`config.mk`:
```
export PLATFORM = sky130hd
export DESIGN_NAME = comparator_2bit
export DESIGN_NICKNAME = d
export VERILOG_FILES = /design/src/rtl/comparator_2bit.sv
export SDC_FILE = /design/constraint.sdc
export NUM_CORES = 1
export LEC_CHECK = 0
export CAP_MARGIN = 20
export CORE_AREA = 8 8 45 47
export DETAILED_ROUTE_END_ITERATION = 8
export DIE_AREA = 0 0 53 55
export SETUP_SLACK_MARGIN = 0.3
export SLEW_MARGIN = 30
export SYNTH_ARGS = -nofsm -noshare
export SYNTH_HDL_FRONTEND = slang
export SYNTH_SLANG_ARGS = --single-unit
export TNS_END_PERCENT = 30
```
`constraint.sdc`:
```
create_clock -name clk -period 1.1 [get_ports clk]
set_clock_uncertainty 0.2 [all_clocks]
set_input_delay 0.165 -clock clk [delete_from_list [all_inputs] [get_ports clk]]
set_output_delay 0.165 -clock clk [all_outputs]
set_load 0.05 [all_outputs]
```
`src/rtl/comparator_2bit.sv`:
```
// Registered magnitude comparator: one-hot greater/equal/less flags plus a valid strobe.
// Latency 1 clock; no backpressure, one compare per clock, flags hold while in_valid is low.
module comparator_2bit #(
    parameter int WIDTH  = 2,
    parameter bit SIGNED = 1'b0
) (
    input  logic             clk,
    input  logic             rst,
    input  logic             in_valid,
    input  logic [WIDTH-1:0] A_in,
    input  logic [WIDTH-1:0] B_in,
    output logic             is_greater,
    output logic             is_equal,
    output logic             is_less,
    output logic             out_valid
);

    // Inverting the MSB maps two's-complement order onto unsigned order,
    // so one unsigned comparator serves both modes.
    localparam logic [WIDTH-1:0] SIGN_FLIP = SIGNED ? (WIDTH'(1) << (WIDTH - 1)) : '0;

    logic [WIDTH-1:0] a_cmp;
    logic [WIDTH-1:0] b_cmp;
    logic             greater_d, greater_q;
    logic             equal_d,   equal_q;
    logic             less_d,    less_q;
    logic             valid_d,   valid_q;

    assign a_cmp = A_in ^ SIGN_FLIP;
    assign b_cmp = B_in ^ SIGN_FLIP;

    // Operands are only looked at when in_valid is high, so idle X/Z cannot leak.
    always_comb begin
        greater_d = greater_q;
        equal_d   = equal_q;
        less_d    = less_q;
        valid_d   = 1'b0;
        if (in_valid) begin
            greater_d = (a_cmp > b_cmp);
            equal_d   = (a_cmp == b_cmp);
            less_d    = (a_cmp < b_cmp);
            valid_d   = 1'b1;
        end
    end

    always_ff @(posedge clk) begin
        if (rst) begin
            greater_q <= 1'b0;
            equal_q   <= 1'b0;
            less_q    <= 1'b0;
            valid_q   <= 1'b0;
        end else begin
            greater_q <= greater_d;
            equal_q   <= equal_d;
            less_q    <= less_d;
            valid_q   <= valid_d;
        end
    end

    assign is_greater = greater_q;
    assign is_equal   = equal_q;
    assign is_less    = less_q;
    assign out_valid  = valid_q;

endmodule

```
# Word-level counts from Yosys, hierarchy flattened
# Cells that the tools add are included.
[word_totals]
ff_bits = 4
in_bits = 7
out_inout_bits = 4
elab_cells = 8
[classes]
order_cmp = 2
eq_ne = 1
n_mux = 1
[op_table]
columns = ["operator", "count"]
rows = [
  ["== test 2 bit", 1],
  ["greater-than comparator 2 bit", 1],
  ["< comparator 2 bit", 1],
  ["two-way mux 1 bit", 1],
]

# Logic depth before layout (Yosys ltp)
# Gate-level depths: netlist of run 1.
[depth]
depth_word = 1
mapped_depth = 5
ltp_nobuf = 5

# Least setup slack after synthesis of run 1
# No wires, ideal clock.
[synth_timing]
path_kind = "in2reg"
from = "input B_in[1]"
to = "register greater_q (netlist: is_greater)"
setup_time_ns = 0.120
t_arrival_ns = 0.865
required_time_ns = 0.780
setup_slack_ns = -0.085
cell_stages = 5
path_buffers = 0
path_cell_list = "inv_1 -> ha_1 -> and2b_1 -> o211ai_1 -> a21oi_1"
[synth_via]
elab_chain_cells = 1
[synth_rtl]
columns = ["item", "line_no", "rtl"]
rows = [
  ["start: declaration", "11", "input logic [WIDTH-1:0] B_in,"],
  ["greater-than comparator 2 bit", "39", "greater_d = (a_cmp > b_cmp);"],
  ["end signal: assignment", "53", "greater_q <= greater_d;"],
  ["end: declaration", "24", "logic greater_d, greater_q;"],
]
# Every way passes these cells.
# A chain may end at the register's enable or synchronous reset.

# Worst setup path after layout of run 1
[layout_timing]
from = "register less_q (netlist: is_less)"
to = "output is_less"
[layout_lines]
columns = ["item", "line_no", "rtl"]
rows = [
  ["start: declaration", "26", "logic less_d, less_q;"],
  ["start signal: assignment", "55", "less_q <= less_d;"],
  ["end: declaration", "14", "output logic is_less,"],
]
# No word-level cell between the ends.

==> run_results.csv, run 1 <==
group,metric,value,unit
yosys,synthCells,21,
floorplan,pin_count,11,
cells_and_area,layoutNonFillerInstCount,54,
global_route,first_global_vias,235,
floorplan,rows,14,
cts,clock_path_buffers,2,
sta,final-max-slew-violation-count,0,
place,hpwl,427,um
sta,period_share,98.9,%
route,drc,0,
sta,min_period,1.09,ns
cts,post-cts-setup-buffer-count,0,
place,place.gp.congestion,0.638,
route,viasPerCell,3.87,
cts,h-tree-depth,1,
critical_path,worstSetupPathType,"register to output pin",
yosys,synth_cell_type_count,11,
floorplan,die_x,53,um
place,place_inst,51,
yosys,syn_area,186,um^2
power,ir_worst_vdd,0.000316,V
cells_and_area,mostFrequentLayoutCell,"buf_12",
critical_path,crit_buf_inv,1,
route,vias,209,
place,port_buffers,10,
yosys,ys_seq_area_share,43.0,%
hold_path,hold_start,"rst",
hold_path,hold_end,"is_greater$_SDFFE_PP0P_",
global_route,grt_overflow,0,
yosys,post-synth-top-area-cell,"dfxtp_1",
critical_path,regToRegEndpoint,"is_less$_SDFFE_PP0P_",
yosys,yosysWarningCount,0,
yosys,synthTopCellsByArea,"dfxtp_1, ha_1, o41ai_2",
cts,clock-root-buffer,"clkbuf_4",
sta,setup_viol,0,
critical_path,cp.arrival,0.72,ns
sta,clock.fmax,919,MHz
route,wl_per_cell,9.54,um
floorplan,die_area,2920,um^2
critical_path,worstPathMaxFanout,2,
global_route,antenna_found_initial,0,
cells_and_area,fin_nets,49,
route,first_iter_violations,1,
cts,cts_tree,"yes",
sta,tightest_slew,0.209,ns
critical_path,slowest_delay,0.34,ns
critical_path,crit_slowest_cell,"dfxtp_4",
critical_path,critPathLaunchType,"register",
global_route,grt_pass1_wl,855,um
cts,cts.sinks,4,
global_route,grt_max_degree,5,
floorplan,initial_core_util,13.5,%
cells_and_area,area_growth,140,%
cts,clkTransAtPathRegs,0.04,ns
sta,rsz0062_at_grt,"yes",
sta,final-hold-violation-count,0,
floorplan,core_area,1380,um^2
sta,fin_setup_tns,0,ns
cts,clk_latency,0.24,ns
yosys,avgSynthCellArea,8.88,um^2
critical_path,path_cells,"buf_12",
critical_path,r2r_slack,0.28,ns
cells_and_area,drive_gt1_share,68.4,%
power,p_leak,0.201,nW
critical_path,r2r.worst_path.cells,2,
yosys,syn_nets,30,
route,drt_first_pass_iters,3,
cells_and_area,n_antenna_cell,0,
route,antenna_left,0,
critical_path,critical-path-top-delay-family,"flip-flops",
critical_path,r2r_start,"is_less$_SDFFE_PP0P_",
critical_path,required,0.73,ns
power,p_per_area,1140,nW/um^2
yosys,ys_ff_latch,4,
critical_path,end_kind,"output pin",
yosys,synth.top_cell.area_share,43.0,%
route,drt-total-wl,515,um
hold_path,hold_path.class,"input pin to register",
global_route,track_usage,4.42,%
status,outcome,"finished clean",
run,max-cap-violations,0,
cts,cts_buffers,3,
floorplan,die_h,55,um
sta,slew_headroom,85.9,%
hold_path,hold_depth,2,
==> per-stage QoR <==
stage	area, um^2	hold WS (ns)	util, %	total power, W	setup WS (ns)
after floorplan	203	0.0317	-	0.000229	-0.00297
after global placement	393	0.281	28.4	0.000316	-0.566
after detailed placement	393	0.299	28.4	0.000317	-0.575
after CTS	420	0.149	30.4	0.000502	0.00457
after global routing	448	0.0332	32.4	0.000542	-0.00905
final	448	0.00485	32.4	0.000510	0.0117
==> routing by layer <==
| layer | wire length [um] | track usage, % | vias up |
|---|---|---|---|
| li1 | - | - | 106 |
| met1 | 156 | 2.73 | 98 |
| met2 | 319 | 7.42 | 5 |
| met3 | 38 | 2.67 | 0 |
| met4 | 0 | 6.47 | 0 |
| met5 | 0 | 0 | - |
==> worst max-delay path by stage <==
stage / to / slack, ns / cells past startpoint / start
finish: is_less / 0.01 / 1 / is_less$_SDFFE_PP0P_
global route: is_less / -0.009 / 1 / is_less$_SDFFE_PP0P_
CTS: is_less / 0.005 / 1 / is_less$_SDFFE_PP0P_
detailed placement: is_greater$_SDFFE_PP0P_ / -0.58 / 6 / B_in[1]
global placement: is_greater$_SDFFE_PP0P_ / -0.57 / 6 / B_in[1]
floorplan: is_greater$_SDFFE_PP0P_ / -0.003 / 4 / A_in[1]
==> repair_timing <==
item | in CTS | in global routing
pin swaps | 3 | 5
hold buffers | 0 | 0
endpoints found under the setup margin | 8 | 8
resized for setup | 13 | 15
==> Yosys cell counts, drive strengths merged <==
library cell  instances
ha                    2
nand2                 3
inv                   4
dfxtp                 4
nor2                  1
o41ai                 1
o211ai                1
nand3                 2
a21oi                 2
and2b                 1
==> state kept, by name, summed over array words and instances, names as in the netlist <==
| name | cells |
|---|---|
| is_less | 1 |
| is_equal | 1 |
| out_valid | 1 |
| is_greater | 1 |
==> area by class of cell <==
class,instances,area (um^2)
Clock buffer,3,22.5
Fill cell,152,936
Inverter,4,17.5
Multi-Input combinational cell,13,133
Sequential cell,4,87.6
Tap cell,16,20.0
Timing Repair Buffer,14,168
==> cell families after synthesis <==
kind of cell	share of synthesized area, %
fa+ha+maj	13.4
simple gates	17.4
compound gates	18.1
flops	43.0
buf+inv	8.05
==> power by group <==
group	switching [W]	leakage [nW]	internal [W]
combinational	0.0000747	0.153	0.0000882
sequential	0.00000930	0.0347	0.000157
clock	0.0000591	0.0138	0.000122
Power figures use the tool's default switching activity.
==> run 2, diff against run 1 <==
--- a/config.mk
+++ b/config.mk
@@ -9,8 +9,8 @@
 export CORE_AREA = 8 8 45 47
 export DETAILED_ROUTE_END_ITERATION = 8
 export DIE_AREA = 0 0 53 55
-export SETUP_SLACK_MARGIN = 0.3
-export SLEW_MARGIN = 30
+export SETUP_SLACK_MARGIN = 0.4
+export SLEW_MARGIN = 0
 export SYNTH_ARGS = -nofsm -noshare
 export SYNTH_HDL_FRONTEND = slang
 export SYNTH_SLANG_ARGS = --single-unit
==> run_results.csv, run 2 (same netlist as run 1, synthesis figures left out) <==
group,metric,value,unit
place,hpwl,427,um
critical_path,crit_buf_inv,1,
sta,tightest_slew,0.209,ns
floorplan,core_area,1380,um^2
critical_path,cp.arrival,0.72,ns
cts,cts_tree,"yes",
sta,final-hold-violation-count,0,
power,p_per_area,1140,nW/um^2
critical_path,regToRegEndpoint,"is_less$_SDFFE_PP0P_",
critical_path,r2r_start,"is_less$_SDFFE_PP0P_",
cts,cts_buffers,3,
route,first_iter_violations,1,
critical_path,worstPathMaxFanout,2,
place,place_area,393,um^2
status,outcome,"finished clean",
cells_and_area,drive_gt1_share,68.4,%
place,port_buffers,10,
cts,post-cts-setup-buffer-count,0,
cells_and_area,fin_nets,49,
route,antenna_left,0,
critical_path,r2r_slack,0.28,ns
critical_path,slowest_delay,0.34,ns
critical_path,critical-path-top-delay-family,"flip-flops",
global_route,grt_pass1_wl,855,um
route,wl_per_cell,9.52,um
route,drt-total-wl,514,um
route,vias,209,
global_route,first_global_vias,235,
cts,clk_latency,0.24,ns
sta,final-max-slew-violation-count,0,
cts,clkTransAtPathRegs,0.04,ns
critical_path,path_cells,"buf_12",
cells_and_area,mostFrequentLayoutCell,"buf_12",
power,ir_worst_vdd,0.000316,V
cells_and_area,final_area,449,um^2
global_route,grt_overflow,0,
hold_path,hold_depth,2,
hold_path,hold_end,"is_greater$_SDFFE_PP0P_",
sta,period_share,98.9,%
floorplan,pin_count,11,
critical_path,crit_slowest_cell,"dfxtp_4",
power,power,0.000510,W
floorplan,die_x,53,um
global_route,antenna_found_initial,0,
route,viasPerCell,3.87,
sta,slew_headroom,85.9,%
hold_path,hold_path.class,"input pin to register",
route,drc,0,
critical_path,worstSetupPathType,"register to output pin",
cts,hold_buffers,0,
cts,clock-root-buffer,"clkbuf_4",
cts,h-tree-depth,1,
sta,rsz0062_at_grt,"yes",
sta,min_period,1.09,ns
sta,fin_setup_tns,0,ns
cts,clock_path_buffers,2,
global_route,track_usage,4.42,%
run,max-cap-violations,0,
cts,cts.sinks,4,
floorplan,rows,14,
critical_path,r2r.worst_path.cells,2,
global_route,grt_max_degree,5,
cells_and_area,n_antenna_cell,0,
place,place.gp.congestion,0.638,
sta,setup_viol,0,
route,drt_first_pass_iters,3,
floorplan,die_h,55,um
power,p_leak,0.201,nW
critical_path,required,0.73,ns
cells_and_area,area_growth,141,%
critical_path,critPathLaunchType,"register",
sta,clock.fmax,919,MHz
floorplan,initial_core_util,13.5,%
hold_path,hold_start,"rst",
floorplan,die_area,2920,um^2
critical_path,end_kind,"output pin",
## run 2: changes by cell type in the layout (fill, tap and decap cells not counted)
cell / change
dlygate4sd2_1: -1
clkdlybuf4s15_1: +1
## run 2: area by class of cell
type	instances	area, um^2
fillers	151	935
clock buffers	3	22.5
inverters	4	17.5
flip-flops and latches	4	87.6
well taps	16	20.0
repair buffers	14	169
multi-input cells	13	133
## run 2: worst register-to-register path, stage by stage (launching register included)
cell,delay [ns]
dfxtp_4,0.34
nand3_1,0.09
o41ai_2,0.07
## run 2: how the worst max path moves through the flow
stage          cells past startpoint                       to  slack (ns)            startpoint
2_1_floorplan                      4  is_greater$_SDFFE_PP0P_      -0.003               A_in[1]
3_3_place_gp                       6  is_greater$_SDFFE_PP0P_       -0.57               B_in[1]
3_5_place_dp                       6  is_greater$_SDFFE_PP0P_       -0.58               B_in[1]
4_1_cts                            1                  is_less       0.005  is_less$_SDFFE_PP0P_
5_1_grt                            1                  is_less      -0.009  is_less$_SDFFE_PP0P_
6_report                           1                  is_less        0.01  is_less$_SDFFE_PP0P_
## run 2: routing by layer
layer	GRT usage [%]	part of all wire, %
met1	2.73	30
met2	7.42	62
met3	2.67	7.4
met4	6.47	0
met5	0	0
## run 2: power by group
group / internal [W] / switching (W)
clock network: 0.000122 / 0.0000591
logic: 0.0000886 / 0.0000747
registers: 0.000157 / 0.00000930
## run 2: through the flow
stage | hold slack (ns) | cells | util [%] | setup WS (ns)
4_1_cts | 0.149 | 54 | 30.4 | 0.00457
6_report | 0.00485 | 54 | 32.5 | 0.0117
2_1_floorplan | 0.0317 | 21 | - | -0.00297
5_1_grt | 0.0332 | 54 | 32.5 | -0.00905
3_3_place_gp | 0.281 | 51 | 28.4 | -0.566
3_5_place_dp | 0.299 | 51 | 28.4 | -0.575
## run 2: timing repair
action,4_1_cts,5_1_grt
pin swaps,3,5
gates resized for setup,13,16
endpoints found under the setup margin,8,8
